File: src/rtl/memarb_pkg.sv
// memarb_pkg: shared state encoding, abort data and bus widths for mem_bus_arbiter
package memarb_pkg;
  localparam int ADDR_W = 32;
  localparam int DATA_W = 32;
  localparam int STRB_W = 4;
  localparam logic [DATA_W-1:0] MEMARB_ABORT_DATA = 32'hDEAD_BEEF;
  typedef enum logic [1:0] {
    IDLE  = 2'd0,
    BUSY0 = 2'd1,
    BUSY1 = 2'd2
  } state_t;
endpackage

File: src/rtl/memarb_rr.sv
// memarb_rr: picks the next owner from the two requests, round-robin or m0-priority
module memarb_rr #(
  parameter bit ROUND_ROBIN = 1'b1
) (
  input  logic [1:0] req,
  input  logic       last_grant,
  output logic [1:0] next_grant
);
  // a tie goes to whoever did not finish last (round-robin) or to m0 (fixed)
  always_comb next_grant = &req ? ((ROUND_ROBIN && !last_grant) ? 2'b10 : 2'b01) : req;
endmodule

File: src/rtl/mem_bus_arbiter.sv
// mem_bus_arbiter: two-master picorv32-style bus arbiter; MEMARB_TIMEOUT_EN adds a hung-transaction watchdog
module mem_bus_arbiter
  import memarb_pkg::*;
#(
  parameter bit          ROUND_ROBIN    = 1'b1,
  parameter int unsigned TIMEOUT_CYCLES = 255
) (
  input  logic              clk,
  input  logic              reset,
  input  logic              m0_valid,
  input  logic              m0_instr,
  input  logic [ADDR_W-1:0] m0_addr,
  input  logic [DATA_W-1:0] m0_wdata,
  input  logic [STRB_W-1:0] m0_wstrb,
  output logic              m0_ready,
  output logic [DATA_W-1:0] m0_rdata,
  input  logic              m1_valid,
  input  logic              m1_instr,
  input  logic [ADDR_W-1:0] m1_addr,
  input  logic [DATA_W-1:0] m1_wdata,
  input  logic [STRB_W-1:0] m1_wstrb,
  output logic              m1_ready,
  output logic [DATA_W-1:0] m1_rdata,
  output logic              s_valid,
  output logic              s_instr,
  output logic [ADDR_W-1:0] s_addr,
  output logic [DATA_W-1:0] s_wdata,
  output logic [STRB_W-1:0] s_wstrb,
  input  logic              s_ready,
  input  logic [DATA_W-1:0] s_rdata,
  output logic [1:0]        grant,
  output logic              timeout_flag,
  input  logic              timeout_clr
);
  state_t     state, state_nxt;
  logic       last_grant;
  logic [1:0] req_grant;
  logic       busy, sel1, own_valid, fwd, done, abort;

  memarb_rr #(.ROUND_ROBIN(ROUND_ROBIN)) u_rr (
    .req        ({m1_valid, m0_valid}),
    .last_grant (last_grant),
    .next_grant (req_grant)
  );

  // owner tracking and next state: a transaction ends on completion, abort or the owner dropping valid
  always_comb begin
    busy      = state != IDLE;
    sel1      = state == BUSY1;
    own_valid = sel1 ? m1_valid : m0_valid;
    fwd       = busy & own_valid;
    done      = fwd & s_ready;
    state_nxt = busy ? ((done | abort | !own_valid) ? IDLE : state)
                     : (req_grant[0] ? BUSY0 : req_grant[1] ? BUSY1 : IDLE);
  end

  assign s_valid  = fwd & ~abort;
  assign s_instr  = busy & (sel1 ? m1_instr : m0_instr);
  assign s_addr   = busy ? (sel1 ? m1_addr : m0_addr) : '0;
  assign s_wdata  = busy ? (sel1 ? m1_wdata : m0_wdata) : '0;
  assign s_wstrb  = busy ? (sel1 ? m1_wstrb : m0_wstrb) : '0;
  assign m0_ready = (state == BUSY0) & (done | abort);
  assign m1_ready = sel1 & (done | abort);
  assign m0_rdata = (!sel1 && abort) ? MEMARB_ABORT_DATA : s_rdata;
  assign m1_rdata = (sel1 && abort) ? MEMARB_ABORT_DATA : s_rdata;

  // FSM with registered grant; last_grant only moves when a transaction really finishes
  always_ff @(posedge clk or posedge reset) begin
    if (reset) begin
      state      <= IDLE;
      last_grant <= 1'b1;
      grant      <= 2'b00;
    end else begin
      state <= state_nxt;
      grant <= {state_nxt == BUSY1, state_nxt == BUSY0};
      if (done | abort) last_grant <= sel1;
    end
  end

`ifdef MEMARB_TIMEOUT_EN
  logic [15:0] cnt;
  assign abort = fwd & ~s_ready & (cnt == 16'(TIMEOUT_CYCLES - 1));
  // watchdog counts BUSY cycles from entry; the clear request beats a same-cycle abort
  always_ff @(posedge clk or posedge reset) begin
    if (reset) begin
      cnt          <= '0;
      timeout_flag <= 1'b0;
    end else begin
      cnt          <= busy ? cnt + 16'd1 : 16'd0;
      timeout_flag <= timeout_clr ? 1'b0 : (abort | timeout_flag);
    end
  end
`else
  logic unused_cfg;
  assign abort        = 1'b0;
  assign timeout_flag = 1'b0;
  assign unused_cfg   = timeout_clr ^ (TIMEOUT_CYCLES == 0);
`endif
endmodule

File: config.mk
export PLATFORM = sky130hd
export DESIGN_NAME = mem_bus_arbiter
export DESIGN_NICKNAME = d
export VERILOG_FILES = /design/src/rtl/memarb_pkg.sv /design/src/rtl/memarb_rr.sv /design/src/rtl/mem_bus_arbiter.sv
export SDC_FILE = /design/constraint.sdc
export NUM_CORES = 1
export LEC_CHECK = 0
export ABC_AREA = 1
export BUFFER_PORTS_ARGS = -buffer_cell sky130_fd_sc_hd__buf_2
export CELL_PAD_IN_SITES_DETAIL_PLACEMENT = 0
export CELL_PAD_IN_SITES_GLOBAL_PLACEMENT = 2
export CORE_MARGIN = 2
export CORE_UTILIZATION = 10
export CTS_CLUSTER_SIZE = 25
export DETAILED_ROUTE_END_ITERATION = 7
export GPL_TIMING_DRIVEN = 0
export PLACE_DENSITY = 0.92
export SLEW_MARGIN = 20
export SYNTH_ARGS = -nofsm -noshare
export SYNTH_HDL_FRONTEND = slang
export SYNTH_SLANG_ARGS = --single-unit
File: constraint.sdc
create_clock -name clk -period 1.5 [get_ports clk]
set_input_delay 0.225 -clock clk [delete_from_list [all_inputs] [get_ports clk]]
set_output_delay 0.225 -clock clk [all_outputs]
set_load 0.005 [all_outputs]
Word-level counts from Yosys, hierarchy flattened
Cells that the tools add are included.
{"block": "word_totals", "ff_bits": 5, "latchBits": 0, "ram_bits": 0, "rom_bits": 0, "input_bits": 176, "elab_cells": 30, "n_memories": 0}
{"block": "classes", "add_sub_neg": 0, "n_mul": 0, "n_div": 0, "magnitude_cmp": 0, "eq_ne": 4, "shifts": 0, "mux": 14, "bitwise_logic": 6, "n_reduce_logical": 3}
{"op": "$mux 32", "n": 4}
{"op": "$mux 2", "n": 6}
{"op": "$mux 4", "n": 2}
{"op": "$and 1x1->1", "n": 5}
{"op": "$eq 2x1->1 const B", "n": 2}
{"op": "$eq 2x2->1 const B", "n": 2}
{"op": "$mux 1", "n": 2}
{"op": "$reduce_and 2->1", "n": 1}
{"op": "$reduce_bool 2->1", "n": 1}
{"op": "$logic_not 1->1", "n": 1}
{"op": "$or 1x1->1", "n": 1}

Longest topological paths before layout
{"block": "logic_depth", "word_depth": 8, "ltp_mapped": 9, "ltp_nobuf": 8}

Cells and area by module
Synthesis repeated with hierarchy kept, for this count alone.
{"block": "hier_totals", "hier_cells": 330, "area_unflattened_um2": 1729.2}
{"module": "mem_bus_arbiter", "n_inst": 1, "cells_each": 325, "area_per_inst_um2": 1707.9, "seq_area_each_um2": 126.4}
{"module": "memarb_rr", "n_inst": 1, "cells_each": 5, "area_per_inst_um2": 21.3, "seq_area_each_um2": 0.0}

Worst setup path after synthesis
Ideal clock, no wire load.
{"block": "synth_path", "path_type": "register to output", "start": "reg state[0]", "end": "out m1_ready", "arrival_ns": 1.032, "required_ns": 1.275, "setup_slack_ns": 0.243, "stages_incl_launch_ff": 7, "path_cell_list": "dfrtp_1 buf_6 inv_4 nand3_2 a21oi_4 nand2_1 nor2_1"}
{"block": "synth_via", "elab_chain_cells": 5}
{"item": "from (decl)", "line": "mem_bus_arbiter.sv:35", "text": "state_t state, state_nxt;"}
{"item": "from (signal assigned)", "line": "mem_bus_arbiter.sv:74", "text": "state <= state_nxt;"}
{"item": "$eq 2x2->1", "line": "mem_bus_arbiter.sv:49", "text": "sel1 = state == BUSY1;"}
{"item": "$mux 1", "line": "mem_bus_arbiter.sv:50", "text": "own_valid = sel1 ? m1_valid : m0_valid;"}
{"item": "$and 1x1->1 *", "line": "mem_bus_arbiter.sv:51", "text": "fwd = busy & own_valid;"}
{"item": "named net s_valid", "line": "mem_bus_arbiter.sv:24", "text": "output logic s_valid,"}
{"item": "$and 1x1->1 *", "line": "mem_bus_arbiter.sv:52", "text": "done = fwd & s_ready;"}
{"item": "$and 1x1->1 *", "line": "mem_bus_arbiter.sv:63", "text": "assign m1_ready = sel1 & (done | abort);"}
{"item": "to (decl)", "line": "mem_bus_arbiter.sv:22", "text": "output logic m1_ready,"}
The timed path passes the listed nets; every way through them passes the cells marked *.

Worst setup path in the final report
{"block": "layout_path", "start": "reg state[0]", "end": "out m1_ready"}
{"block": "layout_via", "elab_chain_cells": 5}
{"item": "$eq 2x2->1", "line": "mem_bus_arbiter.sv:49"}
{"item": "$mux 1", "line": "mem_bus_arbiter.sv:50"}
{"item": "$and 1x1->1", "line": "mem_bus_arbiter.sv:51"}
{"item": "$and 1x1->1", "line": "mem_bus_arbiter.sv:52"}
{"item": "$and 1x1->1 *", "line": "mem_bus_arbiter.sv:63"}
Every way passes the cells marked *; elsewhere a longest branch is shown, timed or not.

==> reports/qor.yml <==
vias_per_cell: 3.59
yosysWarnings: 0
diodes: 0
drive_above_1_share: 0.679
fillers: 1983
cts_buffers: 3
rsz0062_at_grt: "yes"
crit_fanout: 5
syn-cell-area_um2: 1740
synth_nets: 505
syn2layout_area_growth_pct: 137
grt.total_usage: 0.0909
hold_depth: 3
start_util: 0.101
status: "finished, violations left"
hold_slack_ps: 360
r2r_slack_ps: -120
rows: 48
r2r_cells: 9
die_w_um: 136
synth_area_leader_cell: "nand2_1"
overflow: 0
core_area_um2: 17200
io_buffers: 280
synth_seq_area_share: 0.0725
ys_types: 18
first_iter_violations: 141
regToRegStartpoint: "state[0]"
cts-root-buf: "clkbuf_16"
setup_slack_ps: -227
gp_congestion: 0.726
multiInputGateArea_um2: 1110
synthCells: 329
dp_hpwl_um: 8130
startpoint_type: "register"
synth-seq-cells: 5
finalCritPeriodShare: 1.15
synth_top_area_share: 0.306
finalClockSkew_ps: 1.56
grt_max_degree: 11
numClockSinks: 5
die_h_um: 136
worstSetupEndpointType: "primary output"
worstPathRequired_ps: 1270
layout_common_cells: "buf_2 (275), nand2_1 (119), buf_4 (78)"
cts.path.max_buffers: 2
grt_pass1_wl_um: 13300
period_minus_slack_ps: 1730
cp_cell_sequence: "buf_12 -> inv_16 -> nand3_4 -> a21oi_4 -> nand2_2 -> nor2_2 -> buf_6"
final_common_cell: "buf_2"
hold_path_class: "primary input to register"
fin_util: 0.241
regArea_um2: 128
insertion_delay_ps: 230
layout.nets: 813
post-route-drc-count: 0
final.setup.tns_ps: -10520
crit_slowest_cell: "dfrtp_2"
synth.avg_cell_area_um2: 5.30
path_clk_slew_ps: 30
ir_drop_uv: 708
setup_violations: 73
violations: "setup timing"
detail_route.wl_per_cell_um: 11.8
cts_tree: "yes"
drt.antenna.violating_nets: 0
drt-total-wl_um: 10100
hold_end: "state[0]"
drv_cap: 0
synth.area.top_cells: "nand2_1 (31%), buf_4 (28%), nand3_1 (20%)"
r2r_end: "last_grant"
cp.arrival_ps: 1500
slew_viol_final: 0
firstDrtPassIters: 4
hold_viol_final: 0
power.density_nw_per_um2: 1470
grt_pass1_vias: 2662
max_stage_delay_ps: 430
leakagePower_uw: 0.00259
fmax_mhz: 579
ioPinCount: 315
dieArea_um2: 18500
vias: 3090
antenna_found_initial: 1
path_class: "register to primary output"
min_from: "m0_valid"
cts_max_level: 1
==> registers in the layout (all words and copies together), names as in the netlist <==
signal	count
last_grant	1
state	2
grant	2
==> metal layers <==
layer / global-route usage / vias to the layer above / share of wire
met5: 0 / - / 0.0013
met4: 0.0122 / 2 / 0.0027
met3: 0.0130 / 4 / 0.085
met2: 0.184 / 154 / 0.54
met1: 0.101 / 1335 / 0.37
li1: - / 1595 / -
==> cells by family (layout without fill, tap and decap cells) <==
family / after synthesis / count (layout) / share of synthesized area
other: 1 / 1 / 0.00215
flip-flops: 5 / 5 / 0.0725
AND/OR/NAND/NOR: 223 / 223 / 0.545
AO/OA/AOI/OAI: 5 / 5 / 0.0251
buffers and inverters: 95 / 402 / 0.355
==> cell usage after synthesis (all sizes together) <==
| master | count |
|---|---|
| nand2 | 146 |
| nand3 | 72 |
| buf | 71 |
| clkbuf | 17 |
| inv | 7 |
| nor2 | 5 |
| dfrtp | 4 |
| o211ai | 3 |
| a21oi | 1 |
| conb | 1 |
| dfstp | 1 |
| o21ai | 1 |
==> power by group <==
part / internal [µW] / switching [µW]
clock network: 352 / 88.3
logic: 2740 / 2610
registers: 209 / 59.9
total: 3300 / 2750
==> stage by stage <==
stage / worst slack, ps / instance area, µm² / total power (µW) / std cells
2_1_floorplan: 243 / 1740 / 2290 / 329
4_1_cts: -233 / 3890 / 5530 / 852
5_1_grt: -313 / 4130 / 6660 / 861
3_3_place_gp: -192 / 3430 / 4070 / 834
6_report: -227 / 4130 / 6050 / 861
3_5_place_dp: -183 / 3430 / 4040 / 834
==> worst max-delay path, delay by kind of cell (launching register included) <==
family / cells / cell delay, ps
flip-flops: 1 / 430
AO/OA/AOI/OAI: 1 / 210
AND/OR/NAND/NOR: 3 / 270
buffers and inverters: 3 / 340
==> cell type report <==
class,count,share of cell area
Buffer,85,0.179
Clock buffer,4,0.0191
Inverter,7,0.0103
Multi-Input combinational cell,229,0.269
Sequential cell,5,0.0309
Tap cell,225,0.0681
Timing Repair Buffer,305,0.421
Timing Repair inverter,1,0.00273
==> worst max path at each step <==
stage,startpoint,endpoint,slack (ps),depth (start not counted)
after floorplan,state[0],m1_ready,240,6
after global placement,state[0],s_wstrb[1],-190,6
after detailed placement,state[0],s_addr[18],-180,6
after CTS,state[0],m1_ready,-230,7
after global routing,state[0],m1_ready,-310,7
final,state[0],m1_ready,-230,7
==> repair_timing <==
item	in CTS	in global routing
buffers inserted	11	10
cloned	2	4
resized for setup	77	50
endpoints found under the setup margin	72	75
pin swaps	5	9
endpoints found under the hold margin	4	0
hold buffers	1	0
Power figures use the tool's default switching activity.
